--- config.mk ---
export PLATFORM = sky130hd
export DESIGN_NAME = vpe_tile_scheduler
export DESIGN_NICKNAME = d
export VERILOG_FILES = /design/src/rtl/vpe_sched_pkg.sv /design/src/rtl/credit_counter.sv /design/src/rtl/vpe_tile_scheduler.sv
export SDC_FILE = /design/constraint.sdc
export NUM_CORES = 1
export LEC_CHECK = 0
export BUFFER_PORTS_ARGS = -buffer_cell sky130_fd_sc_hd__buf_2
export CORE_MARGIN = 3
export CORE_UTILIZATION = 50
export DETAILED_ROUTE_END_ITERATION = 7
export MAX_ROUTING_LAYER = met4
export PLACE_DENSITY = 0.74
export SLEW_MARGIN = 20
export SYNTH_ARGS = -nofsm -noshare
export SYNTH_HDL_FRONTEND = slang
export SYNTH_SLANG_ARGS = --single-unit
--- constraint.sdc ---
create_clock -name clk -period 2.2 [get_ports clk]
set_clock_uncertainty 0.1 [all_clocks]
set_input_delay 0.33 -clock clk [delete_from_list [all_inputs] [get_ports clk]]
set_output_delay 0.33 -clock clk [all_outputs]
set_load 0.05 [all_outputs]
--- src/rtl/vpe_sched_pkg.sv ---
// Shared types and defaults for the VPE tile scheduler and its credit counter.
package vpe_sched_pkg;

  localparam int DEF_PARA       = 8;
  localparam int DEF_ADDR_W     = 12;
  localparam int DEF_PIPE_DEPTH = 4;

  typedef logic [DEF_PARA-1:0] cnt_t;

  typedef enum logic [2:0] {
    ST_IDLE     = 3'd0,
    ST_LOAD_Q   = 3'd1,
    ST_STREAM_K = 3'd2,
    ST_DRAIN    = 3'd3,
    ST_DONE     = 3'd4
  } sched_state_e;

endpackage

--- src/rtl/credit_counter.sv ---
// Up/down count of K tiles granted but not yet retired. Flags describe the count
// after this cycle's update so the owner can register its outputs from them.
module credit_counter #(
  parameter int PIPE_DEPTH = 4
) (
  input  logic clk,
  input  logic rst,
  input  logic clr,
  input  logic inc,
  input  logic dec,
  output logic full,
  output logic empty,
  output logic underflow
);

  localparam int CW = $clog2(PIPE_DEPTH + 1);

  logic [CW-1:0] count_reg;
  logic [CW-1:0] count_next;
  logic          dec_ok;

  // A retire with nothing outstanding is dropped and reported instead.
  assign dec_ok    = dec && (count_reg != '0);
  assign underflow = dec && (count_reg == '0);

  always_comb begin
    count_next = count_reg;
    if (clr) begin
      count_next = '0;
    end else if (inc && !dec_ok) begin
      count_next = count_reg + CW'(1);
    end else if (!inc && dec_ok) begin
      count_next = count_reg - CW'(1);
    end
  end

  assign full  = (count_next == CW'(PIPE_DEPTH));
  assign empty = (count_next == '0);

  always_ff @(posedge clk or negedge rst) begin
    if (!rst) begin
      count_reg <= '0;
    end else begin
      count_reg <= count_next;
    end
  end

endmodule

--- src/rtl/vpe_tile_scheduler.sv ---
// Sequencer for one attention row-block: one Q tile fetch, then J_size K tile
// fetches issued to the VPE, throttled by pipeline credits, then drain and done.
module vpe_tile_scheduler
  import vpe_sched_pkg::*;
#(
  parameter int para       = DEF_PARA,
  parameter int ADDR_W     = DEF_ADDR_W,
  parameter int PIPE_DEPTH = DEF_PIPE_DEPTH
) (
  input  logic              clk,
  input  logic              rst,
  input  logic              start_i,
  input  logic [para-1:0]   J_size,
  input  logic [ADDR_W-1:0] q_base_i,
  input  logic [ADDR_W-1:0] k_base_i,
  output logic              rd_req_o,
  output logic [ADDR_W-1:0] rd_addr_o,
  output logic              rd_q_sel_o,
  input  logic              rd_gnt_i,
  output logic              issue_o,
  output logic              last_o,
  output logic [para-1:0]   tile_idx_o,
  input  logic              retire_i,
  output logic              busy_o,
  output logic              done_o,
  output logic              err_o
);

  localparam logic [2:0] IDLE     = ST_IDLE;
  localparam logic [2:0] LOAD_Q   = ST_LOAD_Q;
  localparam logic [2:0] STREAM_K = ST_STREAM_K;
  localparam logic [2:0] DRAIN    = ST_DRAIN;
  localparam logic [2:0] DONE     = ST_DONE;

  logic [2:0]        state_reg;
  logic [2:0]        state_next;
  logic [para-1:0]   j_size_reg;
  logic [para-1:0]   idx_reg;
  logic [para-1:0]   j_last;
  logic [ADDR_W-1:0] k_base_reg;

  logic start_ok;
  logic q_xfer;
  logic k_xfer;
  logic k_last;
  logic full_next;
  logic empty_next;
  logic underflow;

  assign start_ok = (state_reg == IDLE) && start_i;
  assign q_xfer   = (state_reg == LOAD_Q) && rd_req_o && rd_gnt_i;
  assign k_xfer   = (state_reg == STREAM_K) && rd_req_o && rd_gnt_i;
  assign j_last   = j_size_reg - 1'b1;
  assign k_last   = (idx_reg == j_last);

  credit_counter #(
    .PIPE_DEPTH (PIPE_DEPTH)
  ) u_credit (
    .clk       (clk),
    .rst       (rst),
    .clr       (start_ok),
    .inc       (k_xfer),
    .dec       (retire_i),
    .full      (full_next),
    .empty     (empty_next),
    .underflow (underflow)
  );

  always_comb begin
    state_next = state_reg;
    case (state_reg)
      IDLE: begin
        if (start_i) begin
          state_next = (J_size == '0) ? DONE : LOAD_Q;
        end
      end
      LOAD_Q: begin
        if (q_xfer) begin
          state_next = STREAM_K;
        end
      end
      STREAM_K: begin
        if (k_xfer && k_last) begin
          state_next = DRAIN;
        end
      end
      DRAIN: begin
        // Leave as soon as the credit count is about to read zero, so done_o
        // lands one cycle after the registered count reaches zero.
        if (empty_next) begin
          state_next = DONE;
        end
      end
      DONE:    state_next = IDLE;
      default: state_next = IDLE;
    endcase
  end

  always_ff @(posedge clk or negedge rst) begin
    if (!rst) begin
      state_reg  <= IDLE;
      j_size_reg <= '0;
      idx_reg    <= '0;
      k_base_reg <= '0;
      rd_req_o   <= 1'b0;
      rd_addr_o  <= '0;
      rd_q_sel_o <= 1'b0;
      issue_o    <= 1'b0;
      last_o     <= 1'b0;
      tile_idx_o <= '0;
      busy_o     <= 1'b0;
      done_o     <= 1'b0;
      err_o      <= 1'b0;
    end else begin
      state_reg  <= state_next;
      busy_o     <= (state_next != IDLE);
      done_o     <= (state_reg == DONE);
      // Request is derived from the post-update credit count so the
      // registered output always reflects the registered count.
      rd_req_o   <= (state_next == LOAD_Q) ||
                    ((state_next == STREAM_K) && !full_next);
      rd_q_sel_o <= (state_next == LOAD_Q);
      issue_o    <= k_xfer;
      last_o     <= k_xfer && k_last;
      if (k_xfer) begin
        tile_idx_o <= idx_reg;
      end

      if (start_ok) begin
        j_size_reg <= J_size;
        k_base_reg <= k_base_i;
        idx_reg    <= '0;
        rd_addr_o  <= q_base_i;
      end else if (q_xfer) begin
        rd_addr_o  <= k_base_reg;
      end else if (k_xfer) begin
        rd_addr_o  <= rd_addr_o + 1'b1;
        idx_reg    <= idx_reg + 1'b1;
      end

      if (underflow) begin
        err_o <= 1'b1;
      end else if (start_ok) begin
        err_o <= 1'b0;
      end
    end
  end

endmodule

* Word-level counts from Yosys, hierarchy flattened
Index checks and enable logic that the tools add are counted.
** Word-level totals
- Flip-flop bits (word level) :: 61
- Latch bits :: 0
- RAM bits :: 0
- ROM bits :: 0
- Input bits :: 37
- Word-level logic and storage cells :: 70
- Memories :: 0
** Operators by class
- $add $sub $neg :: 5
- $mul :: 0
- Div/mod/pow operators :: 0
- Order comparisons :: 0
- Equal/unequal tests :: 9
- Shifts and indexed selects :: 0
- Muxes and demuxes :: 17
- Bitwise operators :: 0
- Reductions and logical operators :: 25
** Operator list (number)
- $mux W12 :: 3
- $mux W3 :: 8
- $mux W8 :: 3
- $add A12 B1 Y12 const B :: 1
- $pmux W3 S4 :: 1
- $logic_and A1 B1 Y1 :: 11
- $eq A3 B2 Y1 const B :: 3
- $logic_not A3 Y1 :: 3
- $reduce_bool A3 Y1 :: 3
- $add A8 B1 Y8 const B :: 1
- $eq A8 B8 Y1 :: 1
- $logic_not A8 Y1 :: 1
- $sub A8 B1 Y8 const B :: 1
- $eq A3 B1 Y1 const B :: 2
- $eq A3 B3 Y1 const B :: 2
- $reduce_bool A2 Y1 :: 2
- $add A3 B1 Y3 const B :: 1
- $logic_not A1 Y1 :: 3
- $sub A3 B1 Y3 const B :: 1
- $mux W1 :: 2
- $ne A2 B2 Y1 const B :: 1
- $reduce_and A2 Y1 :: 1
- $logic_or A1 B1 Y1 :: 1

* Logic depth before layout (Yosys ltp)
- Word-level depth :: 14
- Gate-level depth with buffers :: 8
- Gate-level depth less buffers :: 8

* Modules after synthesis
Synthesis repeated with hierarchy kept, for this count alone.
** Unflattened totals
- Cell total of the unflattened synthesis :: 354
- Area total of the unflattened synthesis :: 3321.9 um^2
** Modules (own cells, without submodules)
- vpe_tile_scheduler :: times used 1, cells an instance 315, area each 2980.4 um^2, sequential area each 1451.4 um^2
- credit_counter :: times used 1, cells an instance 39, area each 341.6 um^2, sequential area each 75.1 um^2

* Worst setup path before layout
No wires, ideal clock.
- Path type :: flip-flop to flip-flop
- Start :: register rd_req_o
- End :: register state_reg[0]
- Library setup time :: 0.126 ns
- Arrival time :: 2.107 ns
- Required time :: 1.974 ns
- Slack :: -0.134 ns
- Cell stages (with the launch flop) :: 7
- Period minus slack after synthesis :: 2.334 ns
- Cell sequence :: dfrtp_1 -> nand2_1 -> a2111oi_4 -> mux2_1 -> a21oi_1 -> or2_1 -> a311o_1
** On the way
- Longest elaborated chain between the ends :: 10
- Elaborated cells between the ends (all ways) :: 16
- Those cells by class :: mux (7); reduce/logical (9)
** RTL lines
- start, declared :: line vpe_tile_scheduler.sv:16 : output logic rd_req_o,
- start signal, assigned :: line vpe_tile_scheduler.sv:120 : rd_req_o <= (state_next == LOAD_Q) ||
- $logic_and A1 B1 Y1 (2 in a row) :: line vpe_tile_scheduler.sv:52 : assign k_xfer = (state_reg == STREAM_K) && rd_req_o && rd_gnt_i;
- $logic_not A1 Y1 :: line credit_counter.sv:32 : end else if (!inc && dec_ok) begin
- $logic_and A1 B1 Y1 :: line credit_counter.sv:32
- $mux W3 :: line credit_counter.sv:32
- $mux W3 :: line credit_counter.sv:30 : end else if (inc && !dec_ok) begin
- $mux W3 :: line credit_counter.sv:28 : if (clr) begin
- $logic_not A3 Y1 :: line credit_counter.sv:38 : assign empty = (count_next == '0);
- $mux W3 :: line vpe_tile_scheduler.sv:90 : if (empty_next) begin
- $pmux W3 S4 (*) :: line vpe_tile_scheduler.sv:71 : case (state_reg)
- named net state_next[0] :: line vpe_tile_scheduler.sv:36 : logic [2:0] state_next;
- end signal, assigned :: line vpe_tile_scheduler.sv:115 : state_reg <= state_next;
- end, declared :: line vpe_tile_scheduler.sv:35 : logic [2:0] state_reg;
Mark *: on every way through the listed nets, which the timed path passes. The rest lies on a longest branch.
A chain may end at the register's enable or synchronous reset.

* Worst setup path after layout
- Start :: register u_credit.count_reg[1]
- End :: register state_reg[0]
** On the way
- Longest elaborated chain between the ends :: 9
- Elaborated cells between the ends (all ways) :: 13
- Those cells by class :: add/sub (2); mux (5); reduce/logical (6)
** RTL lines
- start, declared :: line credit_counter.sv:18 : logic [CW-1:0] count_reg;
- start signal, assigned :: line credit_counter.sv:44 : count_reg <= count_next;
- parallel branches: the longest is 4 deep, another holds $sub A3 B1 Y3
- $mux W3 (*) :: line credit_counter.sv:30
- $mux W3 (*) :: line credit_counter.sv:28
- $logic_not A3 Y1 (*) :: line credit_counter.sv:38
- $mux W3 (*) :: line vpe_tile_scheduler.sv:90
- $pmux W3 S4 (*) :: line vpe_tile_scheduler.sv:71
- named net state_next[0] :: line vpe_tile_scheduler.sv:36
Mark *: on every way through the listed nets, which the timed path passes.

==> flow_summary.yaml <==
die:
  core_um2: 6100
  ios: 64
  initial_core_util: 0.531
  fp.dieW_um: 86.4
  dieArea_um2: 7470
  fp-row-count: 28
  die_height_um: 86.4
clock_network:
  clock_sinks: 61
  path_clk_slew_ps: 70
  postCtsSetupBuffers: 0
  cts-root-buf: "clkbuf_8"
  clk_latency_ps: 340
  htree_levels: 3
  cts_buffer_depth: 2
  cts_tree: "yes"
  cts-buffers-inserted: 9
power:
  power_switching_w: 0.00259
  internal_power_w: 0.00319
  p_clk_frac: 0.172
  p_per_area_nw_per_um2: 1450
  swShare: 0.448
  pwr-share-comb: 0.479
  leakagePower_nw: 1.91
  ir_drop_mv: 0.691
  seq_power_share: 0.349
min_path:
  min_from: "k_base_i[2]"
  hold_path_class: "primary input to register"
worst_setup_path:
  cpMaxStageDelayCell: "a2111oi_4"
  crit_fanout: 3
  path_cells: "inv_2 > ha_4 > nand2b_4 > a2111oi_4 > mux2_4 > a21oi_2 > or2_1 > a311o_1"
  rr_startpoint: "u_credit.count_reg[1]"
  crit_family: "compound AO/OA/AOI/OAI gates"
  crit_arrival_ps: 2250
  crit_path_end_kind: "register"
  cp-start-kind: "register"
  critPathBufInv: 1
  cp_slowest_stage_delay_ps: 410
  cp.required_ps: 2320
  worstSetupPathType: "register to register"
  startpoint: "u_credit.count_reg[1]"
global_routing:
  grt_pass1_vias: 2719
  grt_remaining_overflow: 0
  grt_usage: 0.224
  grt_max_degree: 62
  antenna_found_initial: 0
  grt_pass1_wl_um: 12600
drt:
  wire_per_inst_um: 14.6
  drt-total-wl_um: 7610
  num_vias: 2822
  dr.pass1.iters: 4
  vias_per_cell: 5.41
  antenna_left: 0
  drcViolationCount: 0
  initialDrtViolationCount: 154
cells_and_area:
  instances_no_fill: 522
  final_nets: 485
  area_growth_pct: 23.1
  n_antenna_cell: 0
  fin_area_um2: 3980
  layout-drive-gt1-share: 0.271
synth:
  syn_nets: 406
  yosysWarnings: 0
  ys_seq_area_frac: 0.472
  syn_avg_cell_area_um2: 8.91
  yosysUniqueCellTypes: 51
  synthCells: 363
  netlist_area_um2: 3230
  ys_ff_latch: 61
timing:
  maxSlewHeadroom: 0.718
  fin_ws_ps: 75.0
  rsz0062_at_grt: "yes"
  finalSetupViolCount: 0
  worst_slew_pin_slew_ps: 421
  fin_crit_sh: 0.966
  max_freq_mhz: 471
  hold_violations: 0
  whs_ps: 70.5
  period_minus_slack_ps: 2130
  slew_viol_final: 0
placement:
  dp_hpwl_um: 5470
  placed_area_um2: 3730
  numPortBuffers: 63
  place.gp.congestion: 0.925
  place_ws_ps: -25.9
  dp.cells: 505
status:
  status: "finished clean"
flow_run:
  cap_violations: 0
cells in the mapped netlist, drive strengths merged:
| master | number | area (um2) |
|---|---|---|
| a2111oi | 1 | 27.5 |
| a211oi | 6 | 50.1 |
| a21o | 1 | 7.51 |
| a21oi | 27 | 135 |
| a222oi | 1 | 10.0 |
| a22o | 1 | 8.76 |
| a22oi | 2 | 15.0 |
| a311o | 1 | 10.0 |
| a31oi | 1 | 6.26 |
| and2b | 1 | 7.51 |
| and3 | 1 | 6.26 |
| and4b | 1 | 13.8 |
| buf | 9 | 63.8 |
| clkbuf | 9 | 33.8 |
| dfrtp | 61 | 1530 |
| ha | 6 | 75.1 |
| inv | 10 | 37.5 |
| mux2 | 1 | 11.3 |
| mux2i | 1 | 13.8 |
| nand2 | 106 | 403 |
| nand2b | 5 | 33.8 |
| nand3 | 8 | 40.0 |
| nand3b | 1 | 7.51 |
| nand4 | 3 | 18.8 |
| nor2 | 19 | 71.3 |
| nor2b | 3 | 18.8 |
| nor3 | 7 | 35.0 |
| nor3b | 2 | 15.0 |
| nor4 | 6 | 67.6 |
| nor4b | 1 | 15.0 |
| o2111ai | 2 | 17.5 |
| o211a | 1 | 10.0 |
| o21ai | 18 | 90.1 |
| o31ai | 3 | 22.5 |
| o32ai | 1 | 8.76 |
| o41ai | 2 | 17.5 |
| or2 | 2 | 12.5 |
| or3 | 6 | 37.5 |
| or4b | 1 | 13.8 |
| xnor2 | 17 | 149 |
| xor2 | 8 | 70.1 |
per-stage QoR:
| step | utilization | total power [W] | TNS, ps |
|---|---|---|---|
| after detailed placement | 0.612 | 0.00470 | -25.9 |
| after CTS | 0.646 | 0.00571 | 0 |
| final | 0.653 | 0.00578 | 0 |
| after global placement | 0.612 | 0.00460 | 0 |
| after global routing | 0.653 | 0.00621 | -6.70 |
| after floorplan | - | 0.00396 | 0 |
repair_timing:
item / in CTS / in global routing
hold endpoints to repair: 61 / 0
gates resized for setup: 1 / 9
setup endpoints to repair: 1 / 3
pin swaps: 1 / 4
cloned: 0 / 0
hold buffers: 1 / 0
cells by family after synthesis:
family                   Yosys count  synth area share
AND/OR/NAND/NOR                  173             0.253
AO/OA/AOI/OAI                     68             0.135
flip-flops                        61             0.472
buffers and inverters             28            0.0418
XOR/XNOR                          25            0.0677
adder cells (fa/ha/maj)            6            0.0232
multiplexers                       2           0.00774
worst reg2reg max path: stages (launching register included):
cell and delay [ps]:
dfrtp_1 400, inv_2 100, ha_4 150, nand2b_4 60, a2111oi_4 410, mux2_4 220
a21oi_2 60, or2_1 250, a311o_1 260
power by group through the flow:
stage	sequential, W	clock (W)	combinational, W
final	0.00202	0.000996	0.00277
after global routing	0.00208	0.00106	0.00307
after CTS	0.00201	0.00101	0.00269
after detailed placement	0.00202	0	0.00268
after global placement	0.00200	0	0.00260
after floorplan	0.00248	0	0.00148
path summary, 6_finish.rpt:
check,end,slack [ps],cells after the start
max,state_reg[0],70,8
min,k_base_reg[2],70,3
max reg2reg,state_reg[0],70,8
min reg2reg,k_base_reg[7],370,2
max in group asynchronous,k_base_reg[4],1290,3
min in group asynchronous,j_size_reg[4],420,3
cells in the final DEF, fill, tap and decap left out, types with 2 or more instances in the layout:
cell type  instances
a211oi_1           5
a21oi_1           26
a22oi_1            2
buf_2             63
buf_4             21
clkbuf_1           2
clkbuf_8          10
clkinv_2           2
dfrtp_1           60
ha_1               5
inv_1              7
inv_2              3
nand2_1          104
nand2_2            2
nand2b_1           3
nand3_1            8
nand4_1            3
nor2_1            19
nor2b_1            2
nor3_1             7
nor3b_1            2
nor4_1             4
nor4_4             2
o2111ai_1          2
o21ai_0           17
o31ai_1            3
or3_1              6
xnor2_1           17
xor2_1             8
cell type report:
class | instances | area, um2
clock buffer | 12 | 145
multi-input combinational | 274 | 1630
timing repair buffer | 86 | 503
sequential | 61 | 1530
tap | 75 | 93.8
fill | 502 | 2110
clock inverter | 4 | 47.5
inverter | 10 | 37.5
metal layers:
metal	vias up	GRT usage	wire, um
met3	8	0.0570	420
met4	0	0.0822	105
met1	1349	0.294	3610
met5	-	-	0
li1	1386	-	-
met2	79	0.335	3480
(Power assumes the default switching activity.)
